--- src/rtl/ras_stack_pkg.sv ---
// Fetch package: RAS control encodings shared with the branch decoders, branch kinds, default RAS depth.
// Pure declarations; no logic, no latency, no backpressure.
package ras_stack_pkg;

  localparam int RAS_DEPTH = 8;

  // Control driven by the selected fetch-1 decoder into the return address stack
  typedef enum logic [1:0] {
    RAS_CTL_NONE    = 2'b00,
    RAS_CTL_PUSH    = 2'b01,
    RAS_CTL_POP     = 2'b10,
    RAS_CTL_POPPUSH = 2'b11
  } ras_ctl_e;

  typedef enum logic [1:0] {
    BR_COND      = 2'b00,
    BR_UNCOND    = 2'b01,
    BR_INDIR_PC  = 2'b10,
    BR_INDIR_RAS = 2'b11
  } br_type_e;

endpackage

--- src/rtl/ras_mem.sv ---
// RAS entry array: DEPTH x AW registers, one write port, one async read port, sync reset.
// Write lands on the clock edge; read is combinational; no backpressure.
module ras_mem #(
  parameter int DEPTH = 8,
  parameter int PTR_W = $clog2(DEPTH),
  parameter int AW    = 64
) (
  input  logic             clk_i,
  input  logic             rst_i,
  input  logic             wr_en,
  input  logic [PTR_W-1:0] wr_idx,
  input  logic [AW-1:0]    wr_dat,
  input  logic [PTR_W-1:0] rd_idx,
  output logic [AW-1:0]    rd_dat
);

  logic [AW-1:0] mem [DEPTH];

  always_ff @(posedge clk_i) begin
    if (rst_i) begin
      for (int i = 0; i < DEPTH; i++) begin
        mem[i] <= '0;
      end
    end else if (wr_en) begin
      mem[wr_idx] <= wr_dat;
    end
  end

  assign rd_dat = mem[rd_idx];

endmodule

--- src/rtl/ras_stack.sv ---
// Return address stack for fetch-1 decoders, circular with checkpoint/recover; RAS_REPAIR_DATA_EN also repairs the TOS entry.
// TOS read is combinational; updates visible one edge later; stall_i is the only throttle, no handshake.
module ras_stack
  import ras_stack_pkg::*;
#(
  parameter int DEPTH = RAS_DEPTH,
  parameter int PTR_W = $clog2(DEPTH),
  parameter int AW    = 64
) (
  input  logic             clk_i,
  input  logic             rst_i,
  input  logic             ctl_vld_i,
  input  logic [1:0]       ras_ctl_i,
  input  logic [AW-1:0]    push_addr_i,
  input  logic             stall_i,
  input  logic             recover_i,
  input  logic [PTR_W-1:0] recover_tos_i,
  input  logic [PTR_W:0]   recover_cnt_i,
  input  logic [AW-1:0]    recover_data_i,
  output logic [AW-1:0]    ras_data_o,
  output logic             ras_valid_o,
  output logic [PTR_W-1:0] chkpt_tos_o,
  output logic [PTR_W:0]   chkpt_cnt_o,
  output logic [AW-1:0]    chkpt_data_o,
  output logic             overflow_o,
  output logic             underflow_o
);

  localparam int CW = PTR_W + 1;
  localparam logic [CW-1:0] CNT_FULL = CW'(DEPTH);

  logic [PTR_W-1:0] tos_q, tos_d, tos_inc, tos_dec;
  logic [CW-1:0]    cnt_q, cnt_d;
  logic             ovf_q, ovf_d, unf_q, unf_d;
  logic             upd, empty, full, do_push;
  logic             wr_en;
  logic [PTR_W-1:0] wr_idx;
  logic [AW-1:0]    wr_dat, rd_dat;

  assign upd     = ctl_vld_i & ~stall_i & ~recover_i;
  assign empty   = (cnt_q == '0);
  assign full    = (cnt_q == CNT_FULL);
  assign tos_inc = tos_q + PTR_W'(1);
  assign tos_dec = tos_q - PTR_W'(1);

  always_comb begin
    tos_d   = tos_q;
    cnt_d   = cnt_q;
    ovf_d   = 1'b0;
    unf_d   = 1'b0;
    wr_en   = 1'b0;
    wr_idx  = tos_inc;
    wr_dat  = push_addr_i;
    do_push = 1'b0;
    if (recover_i) begin
      tos_d = recover_tos_i;
      cnt_d = (recover_cnt_i > CNT_FULL) ? CNT_FULL : recover_cnt_i;
`ifdef RAS_REPAIR_DATA_EN
      wr_en  = 1'b1;
      wr_idx = recover_tos_i;
      wr_dat = recover_data_i;
`endif
    end else if (upd) begin
      case (ras_ctl_i)
        RAS_CTL_PUSH: do_push = 1'b1;
        RAS_CTL_POP: begin
          if (empty) begin
            unf_d = 1'b1;
          end else begin
            tos_d = tos_dec;
            cnt_d = cnt_q - CW'(1);
          end
        end
        RAS_CTL_POPPUSH: begin
          // Empty stack has no entry to replace, so this degrades to a plain push
          if (empty) begin
            do_push = 1'b1;
          end else begin
            wr_en  = 1'b1;
            wr_idx = tos_q;
          end
        end
        default: ;
      endcase
      if (do_push) begin
        wr_en  = 1'b1;
        wr_idx = tos_inc;
        tos_d  = tos_inc;
        if (full) begin
          ovf_d = 1'b1;
        end else begin
          cnt_d = cnt_q + CW'(1);
        end
      end
    end
  end

  always_ff @(posedge clk_i) begin
    if (rst_i) begin
      tos_q <= '0;
      cnt_q <= '0;
      ovf_q <= 1'b0;
      unf_q <= 1'b0;
    end else begin
      tos_q <= tos_d;
      cnt_q <= cnt_d;
      ovf_q <= ovf_d;
      unf_q <= unf_d;
    end
  end

  ras_mem #(
    .DEPTH (DEPTH),
    .PTR_W (PTR_W),
    .AW    (AW)
  ) u_mem (
    .clk_i  (clk_i),
    .rst_i  (rst_i),
    .wr_en  (wr_en),
    .wr_idx (wr_idx),
    .wr_dat (wr_dat),
    .rd_idx (tos_q),
    .rd_dat (rd_dat)
  );

  assign ras_data_o  = empty ? '0 : rd_dat;
  assign ras_valid_o = ~empty;
  assign chkpt_tos_o = tos_q;
  assign chkpt_cnt_o = cnt_q;
  assign overflow_o  = ovf_q;
  assign underflow_o = unf_q;

`ifdef RAS_REPAIR_DATA_EN
  assign chkpt_data_o = ras_data_o;
`else
  // Without data repair the checkpoint carries no entry and recover data has no sink
  logic unused_recover_data;
  assign unused_recover_data = ^recover_data_i;
  assign chkpt_data_o = '0;
`endif

endmodule

--- config.mk ---
export PLATFORM = sky130hd
export DESIGN_NAME = ras_stack
export DESIGN_NICKNAME = d
export VERILOG_FILES = /design/src/rtl/ras_stack_pkg.sv /design/src/rtl/ras_mem.sv /design/src/rtl/ras_stack.sv
export SDC_FILE = /design/constraint.sdc
export NUM_CORES = 1
export LEC_CHECK = 0
export ABC_AREA = 1
export CELL_PAD_IN_SITES_DETAIL_PLACEMENT = 1
export CELL_PAD_IN_SITES_GLOBAL_PLACEMENT = 1
export CORE_MARGIN = 5
export CORE_UTILIZATION = 40
export DETAILED_ROUTE_END_ITERATION = 7
export MAX_ROUTING_LAYER = met4
export PLACE_DENSITY_LB_ADDON = 0.12
export SLEW_MARGIN = 20
export SYNTH_ARGS = -nofsm -noshare
export SYNTH_HDL_FRONTEND = slang
export SYNTH_SLANG_ARGS = --single-unit
--- constraint.sdc ---
create_clock -name clk_i -period 4.3 [get_ports clk_i]
set_input_delay 0.86 -clock clk_i [delete_from_list [all_inputs] [get_ports clk_i]]
set_output_delay 0.86 -clock clk_i [all_outputs]
set_load 0.02 [all_outputs]
* Word level (Yosys, flattened, before mapping)
Memories as Yosys holds them, arrays and structs flattened. A register that Yosys moved wholly into a read port is not among the register bits.
Cells that the tools add are included.
** Word-level totals
- Bits in registers :: 9
- Latch bits :: 0
- RAM bits :: 512
- ROM bits :: 0
- Bits of input ports :: 142
- Word-level logic and storage cells :: 68
- Memories kept :: 1
** Cells by class
- $add $sub $neg :: 4
- Multipliers :: 0
- Div/mod/pow operators :: 0
- Order comparisons :: 1
- Eq/ne operators :: 5
- Shift operators :: 0
- Mux-type cells :: 38
- Bitwise logic cells :: 8
- Reductions and logical operators :: 7
** Memory list
- u_mem.mem :: words 8, bits a word 64, read ports 1, clocked after Yosys merged registers in 1, write ports 8, line ras_mem.sv:17 : logic [AW-1:0] mem [DEPTH];
** Operator list (number)
- two-way mux 64 bit :: 2
- OR reduction 64 bit :: 1
- two-way mux 3 bit :: 13
- two-way mux 4 bit :: 7
- two-way mux 1 bit :: 15
- OR reduction 4 bit :: 2
- inverter 1 bit :: 6
- adder 4 x 1 -> 4 bit, second input constant :: 1
- == test 2 bit, second input constant :: 2
- == test 4 bit, second input constant :: 1
- greater-than comparator 4 bit, second input constant :: 1
- logical NOT 4 bit :: 1
- subtractor 4 x 1 -> 4 bit, second input constant :: 1
- adder 3 x 1 -> 3 bit, second input constant :: 1
- inequality test 3 x 2 -> 1 bit, second input constant :: 1
- AND reduction 3 bit :: 1
- nonzero test 3 bit :: 1
- subtractor 3 x 1 -> 3 bit, second input constant :: 1
- bitwise AND 1 bit :: 2
- == test 2 x 1 -> 1 bit, second input constant :: 1
- one-hot mux 1 bit (2 select lines) :: 1
- nonzero test 2 bit :: 1

* Longest topological paths before layout
Gate-level depths: netlist of run 1.
- Depth after elaboration :: 13
- Depth in mapped cells :: 13
- Depth with buffers taken out :: 11

* Cells and area by module
A second synthesis of run 1 with hierarchy kept.
** Unflattened totals
- Cell total of the unflattened synthesis :: 3209
- Area total of the unflattened synthesis :: 26804.5 um^2
** By module, submodules not included
- ras_mem :: instances 1, cells each 2873, area each 24930.2 um^2, sequential area each 15374.7 um^2
- ras_stack :: instances 1, cells each 336, area each 1874.3 um^2, sequential area each 180.2 um^2

* Worst setup path before layout of run 1
OpenSTA, ideal clock, no wires.
- Kind :: input-to-reg
- From :: input port stall_i
- To :: memory u_mem.mem[5][0], enable pin
- Data arrival time :: 3367 ps
- Required time :: 3876 ps
- Slack :: 509 ps
- Cell stages on the path :: 10
- Path through :: clkinv_1 > nand2_1 > nor2_4 > nand3_4 > xor2_1 > nor2_2 > nand2_1 > buf_4 > buf_4 > nand2_1
** RTL lines
- start: declaration :: line ras_stack.sv:15 : input logic stall_i,
- end: declaration :: line ras_mem.sv:17

* Final worst setup path of run 1
- From :: register cnt_q[0], in the netlist chkpt_cnt_o[0]
- To :: output port ras_data_o[1]
** Between the ends
- Longest elaborated chain between the ends :: 2
** RTL lines
- start: declaration :: line ras_stack.sv:33 : logic [CW-1:0] cnt_q, cnt_d;
- start signal: assignment :: line ras_stack.sv:106 : cnt_q <= cnt_d;
- logical NOT 4 bit :: line ras_stack.sv:41 : assign empty = (cnt_q == '0);
- two-way mux 64 bit :: line ras_stack.sv:126 : assign ras_data_o = empty ? '0 : rd_dat;
- end: declaration :: line ras_stack.sv:20 : output logic [AW-1:0] ras_data_o,
Every way passes these cells.

==> reports/metrics.cfg, run 1 <==
[synth]
ys_ff_latch = 524
avgSynthCellArea_um2 = 10.07
syn_area_um2 = 24000
synthDominantCellAreaShare_pct = 64.06
synth_flop_cell = edfxtp_1
yosysWarnings = 0
synth_cells = 2384
ys_types = 32
synth_area_leaders = edfxtp_1 (64%), nor2_1 (16%), o21ai_0 (6.6%)
yosysSeqAreaShare_pct = 65.06
yosysMostFrequentCell = nor2_1
synth_edf_count = 512
ys_top_cells_by_count = nor2_1 (1,031), edfxtp_1 (512), o21ai_0 (318)
synth_top_cell_by_area = edfxtp_1
async_flop_share_pct = 0

[sta]
finalCritPeriodShare_pct = 94.40
finalCriticalPeriod_ps = 4059
fin_ws_ps = 240.6
setup_viol = 0
finalSetupTns_ps = 0
slew_violations = 0
grt_setup_unrepaired = no
finClkSkew_ps = 17.36
hold_viol = 0
hold_slack_ps = 649.5
max_slew_margin_pct = 22.58
fmax_mhz = 246.3
tightestPinTransition_ps = 1161

[placed_design]
dpl-instance-area_um2 = 26150
numPortBuffers = 151
hpwl_mm = 38.50
gp_congestion = 0.7541
place_inst = 3195
dp_slack_ps = 675.1

[layout]
final_cell_area_um2 = 27880
stdcell_count = 3297
multi_input_area_um2 = 6974
seqCellArea_um2 = 15620
fillers = 6543
drive_gt1_share_pct = 6.101
antennaDiodeCount = 0
area_growth_pct = 16.15
nets = 2627
utilization_pct = 47.05

[power_and_ir_drop]
total_power_mw = 12.03
peakVddDrop_v = 0.0003410
total_leakage_power_nw = 10.85
power_density_nw_per_um2 = 431.7

[worst_setup_path]
rr_worst_depth = 10
critPathArrivalTime_ps = 3200
path_class = reg -> out
path_max_fanout = 36
end_kind = output pin
cp.required_ps = 3440
critPathLaunchType = flop

[routing]
firstDrtPassIters = 4
drt-vias-per-instance = 5.327
wl_per_cell_um = 22.05
drc = 0
wirelength_mm = 72.70
drtAntennaViolNets = 0
dr_total_vias = 17563
drt-initial-drc-count = 1165

[clock_network]
clock-root-buffer = clkbuf_16
cts_tree = done
cts_setup_buffers = 0
clk_path_buf_depth = 3
cts_max_level = 2
hold_buffers = 0
cts_resized = 0
numCtsBuffers = 57
cts_sinks = 524
clkTransAtPathRegs_ps = 50
clk-insertion-delay-late_ps = 610

[die]
die_x_um = 255.0
die_area_um2 = 65000
coreArea_um2 = 59240
die_h_um = 255.0
rows = 89
pin_count = 280
start_util_pct = 40.51

[global_routing]
grt_overflow = 0
grt_max_degree = 123
grtUsageTotal_pct = 22.55
grt_first_pass_wirelength_mm = 109.0
antenna_found_initial = 0
grt_pass1_vias = 18401

[flow_run]
cap_viol_max_count = 0

[worst_hold_path]
hold_depth = 2
hold_path_class = reg -> reg

[outcome]
outcome = completed

-- cells by family after synthesis --
logic type               share of synthesized area (%)
flip-flops                                       65.06
buffers and inverters                            7.220
AND/OR/NAND/NOR                                  18.03
other                                          0.01562
AO/OA/AOI/OAI                                    9.353
XOR/XNOR                                        0.1095
adder cells (fa/ha/maj)                         0.2085
-- final cells by class --
class,instances,share of cell area (%)
Sequential cell,524,56.05
Multi-Input combinational cell,1602,25.02
Timing Repair Buffer,202,8.021
Clock buffer,75,5.359
Tap cell,773,3.470
Inverter,94,1.284
Clock inverter,27,0.7990
-- critical path: stages, from the launching register on --
cell,delay (ps)
dfxtp_1,450
inv_1,130
ha_1,300
nand2_4,240
buf_12,300
o21ai_0,140
nor2_1,320
clkdlybuf4s50_1,690
-- power breakdown --
group	internal (mW)	leakage, nW	switching (mW)	total (mW)
clock	2.61	0.840	2.00	4.61
sequential	5.77	5.42	0.0697	5.84
combinational	0.529	4.59	1.05	1.58
-- cells in the final DEF, fill, tap and decap left out, types with 4 or more instances in the layout --
master,n
a21oi_1,6
buf_12,27
buf_4,23
clkbuf_1,18
clkbuf_16,57
clkdlybuf4s50_1,151
clkinv_1,12
clkinv_2,10
conb_1,64
dfxtp_1,9
edfxtp_1,512
ha_1,4
inv_1,90
nand2_1,44
nand2_2,8
nand2_4,9
nand3_1,31
nor2_1,1031
o21ai_0,318
o21ai_1,8
o32ai_1,64
-- state kept, by name (all words and copies together) (netlist names), named ones only --
| register | flops |
|---|---|
| chkpt_tos_o | 3 |
| overflow_o | 1 |
| underflow_o | 1 |
| u_mem.mem | 512 |
| chkpt_cnt_o | 4 |
-- metal layers --
layer,track usage (%),part of all wire (%)
met2,38.20,49
met4,5.234,2.0
met5,-,0
met3,2.957,4.6
met1,29.24,44
-- final timing paths --
| kind | from | to | slack [ps] |
|---|---|---|---|
| max reg2reg | chkpt_cnt_o[0] | u_mem.mem[6][36] | 920 |
| max | chkpt_cnt_o[0] | ras_data_o[1] | 240 |
| min reg2reg | chkpt_cnt_o[0] | chkpt_cnt_o[0] | 650 |
| min | chkpt_cnt_o[0] | chkpt_cnt_o[0] | 650 |
Note: power is estimated with default switching activity, not from simulation.
==> inputs of run 2 (changes only) <==
clock period = 4 ns   (was 4.3 ns; I/O delays follow)
==> run 2 against run 1 <==
Compared with the run above:
- clock skew up 14 ps
- combinational power rose by 8%
- global-route usage down 0.11 points
- cell area up 0.22%
- flip-flop and latch count unchanged
- die area stayed put
- first-iteration DRC count decreased by 4.5%
- register-to-register slack better by 120 ps
- clock power is 6.7% higher
- count of clock-buffer cells in the layout rose by 5
- critical path type unchanged
==> reports/metrics.cfg, run 2 (same netlist as run 1, synthesis figures left out) <==
[layout]
final_cell_mix = nor2_1 (1,030), edfxtp_1 (512), o21ai_0 (318)
drive_gt1_share_pct = 5.945  ; -0.16 points
largest_reg_flops = 512  ; unchanged
nets = 2630  ; +0.11%
antennaDiodeCount = 0  ; unchanged
stdcell_count = 3296  ; -0.030%
largest_register = u_mem.mem
final_common_cell = nor2_1
area_growth_pct = 16.41

[routing]
firstDrtPassIters = 4  ; unchanged
wl_per_cell_um = 22.01  ; -0.18%
routed-wl-met2_mm = 36.32  ; +1.4%
drt-initial-drc-count = 1112  ; -4.5%
drtAntennaViolNets = 0  ; unchanged
drt-vias-per-instance = 5.338  ; +0.21%
routed.top_layer = met4
wl_met3_mm = 3.338  ; about the same
drc = 0  ; unchanged
wirelength_mm = 72.54  ; -0.21%
dr_total_vias = 17595  ; +0.18%
wl_met1_mm = 31.45  ; -2.0%

[global_routing]
grt_max_degree = 90  ; -27%
grt_overflow = 0  ; unchanged
antenna_found_initial = 0  ; unchanged
grt_pass1_vias = 18232  ; -0.92%
grtUsageTotal_pct = 22.44  ; -0.11 points
grt_first_pass_wirelength_mm = 108.3  ; -0.66%

[worst_hold_path]
hold_path_class = reg -> reg

[sta]
finClkSkew_ps = 30.97  ; +13.61 ps
finalSetupTns_ps = 0  ; unchanged
max_slew_margin_pct = 61.80  ; +39 points
finalCriticalPeriod_ps = 3859
finalCritPeriodShare_pct = 96.47
slew_violations = 0  ; unchanged
tightestPinTransition_ps = 573.0  ; -588.3 ps
grt_setup_unrepaired = no
hold_viol = 0  ; unchanged
setup_viol = 0  ; unchanged
fmax_mhz = 259.1

[power_and_ir_drop]
intPower_mw = 9.557  ; +7.2%
total_leakage_power_nw = 10.88  ; +0.22%
seqPwrFrac_pct = 48.7  ; +0.2 points
p_sw_mw = 3.344  ; +7.2%
power_density_nw_per_um2 = 461.8  ; +7.0%
combPwrFrac_pct = 13.2  ; about the same
clockPowerShare_pct = 38.1  ; -0.2 points
peakVddDrop_v = 0.0003738  ; +9.6%
switching_share_pct = 25.92  ; about the same

[flow_run]
cap_viol_max_count = 0  ; unchanged

[worst_setup_path]
critPathArrivalTime_ps = 3060  ; -140 ps
cp.required_ps = 3200  ; -240 ps
critPathMaxStageDelay_ps = 690  ; about the same
path_class = reg -> out
path_cells = inv_1 -> ha_1 -> nand2_2 -> buf_12 -> o21ai_0 -> nor2_1 -> clkdlybuf4s50_1
crit_path_top_delay_cell = clkdlybuf4s50_1
path_max_fanout = 34  ; -5.6%
critPathLaunchType = flop
end_kind = output pin

[die]
die_x_um = 255.0  ; unchanged
die_h_um = 255.0  ; unchanged
pin_count = 280  ; unchanged
die_area_um2 = 65000  ; unchanged
start_util_pct = 40.51  ; unchanged
coreArea_um2 = 59240  ; unchanged
rows = 89  ; unchanged

[clock_network]
cts_tree = done
numCtsBuffers = 57  ; unchanged
cts_setup_buffers = 0  ; unchanged
clkTransAtPathRegs_ps = 60  ; about the same
hold_buffers = 0  ; unchanged
cts_max_level = 2  ; unchanged
clk_path_buf_depth = 3  ; unchanged
clock-root-buffer = clkbuf_16
clk-insertion-delay-late_ps = 640  ; +30 ps
cts_sinks = 524  ; unchanged

[outcome]
outcome = completed

[placed_design]
gp_congestion = 0.7757  ; +2.9%
numPortBuffers = 151  ; unchanged
hpwl_mm = 38.51  ; about the same
place_inst = 3198  ; +0.094%

[run 2: path summary, 6_finish.rpt]
check / startpoint / end / slack, ps / cells after the start
max: chkpt_cnt_o[0] / ras_data_o[5] / 140 / 7
min reg2reg: chkpt_cnt_o[0] / chkpt_cnt_o[0] / 650 / 2
max reg2reg: chkpt_cnt_o[0] / u_mem.mem[6][26] / 1040 / 10
min: chkpt_cnt_o[0] / chkpt_cnt_o[0] / 650 / 2
[run 2: power groups by stage]
stage | sequential, mW | combinational [mW] | clock, mW
3_3_place_gp | 6.38 | 1.69 | 0
5_1_grt | 6.29 | 1.86 | 5.23
6_report | 6.28 | 1.71 | 4.92
3_5_place_dp | 6.39 | 1.72 | 0
2_1_floorplan | 6.38 | 0.996 | 0
4_1_cts | 6.28 | 1.73 | 5.03
[run 2: repair_timing]
action                     4_1_cts  5_1_grt
setup endpoints to repair        0        1
resized for setup                0        1
hold endpoints to repair         0        0
[run 2: routing by layer]
metal,GRT usage (%),vias to the layer above
li1,-,8121
met5,-,-
met2,38.56,425
met3,3.109,106
met1,28.54,8943
met4,5.127,0
[run 2: critical path, delay by kind of cell (launching register included)]
family | cells | cell delay [ps]
fa+ha+maj | 1 | 280
buf+inv | 3 | 1060
flops | 1 | 450
simple gates | 2 | 500
compound gates | 1 | 130
[run 2: final cells by class]
cell class | instances | area [um^2]
clock buffer | 80 | 1534
clock inverter | 18 | 153.9
fill | 6491 | 31300
inverter | 94 | 357.8
multi-input combinational | 1602 | 6972
sequential | 524 | 15620
tap | 773 | 967.2
timing repair buffer | 205 | 2330
[run 2: metrics by stage]
stage	power, mW	hold WS, ps	utilization (%)	setup slack, ps	area (um^2)
after floorplan	7.374	664.8	-	269.4	24240
after global placement	8.076	623.5	44.31	654.3	26250
after detailed placement	8.108	633.7	44.31	615.5	26250
after CTS	13.03	649.8	47.16	96.96	27940
after global routing	13.38	715.2	47.16	12.54	27940
final	12.90	645.7	47.16	141.0	27940
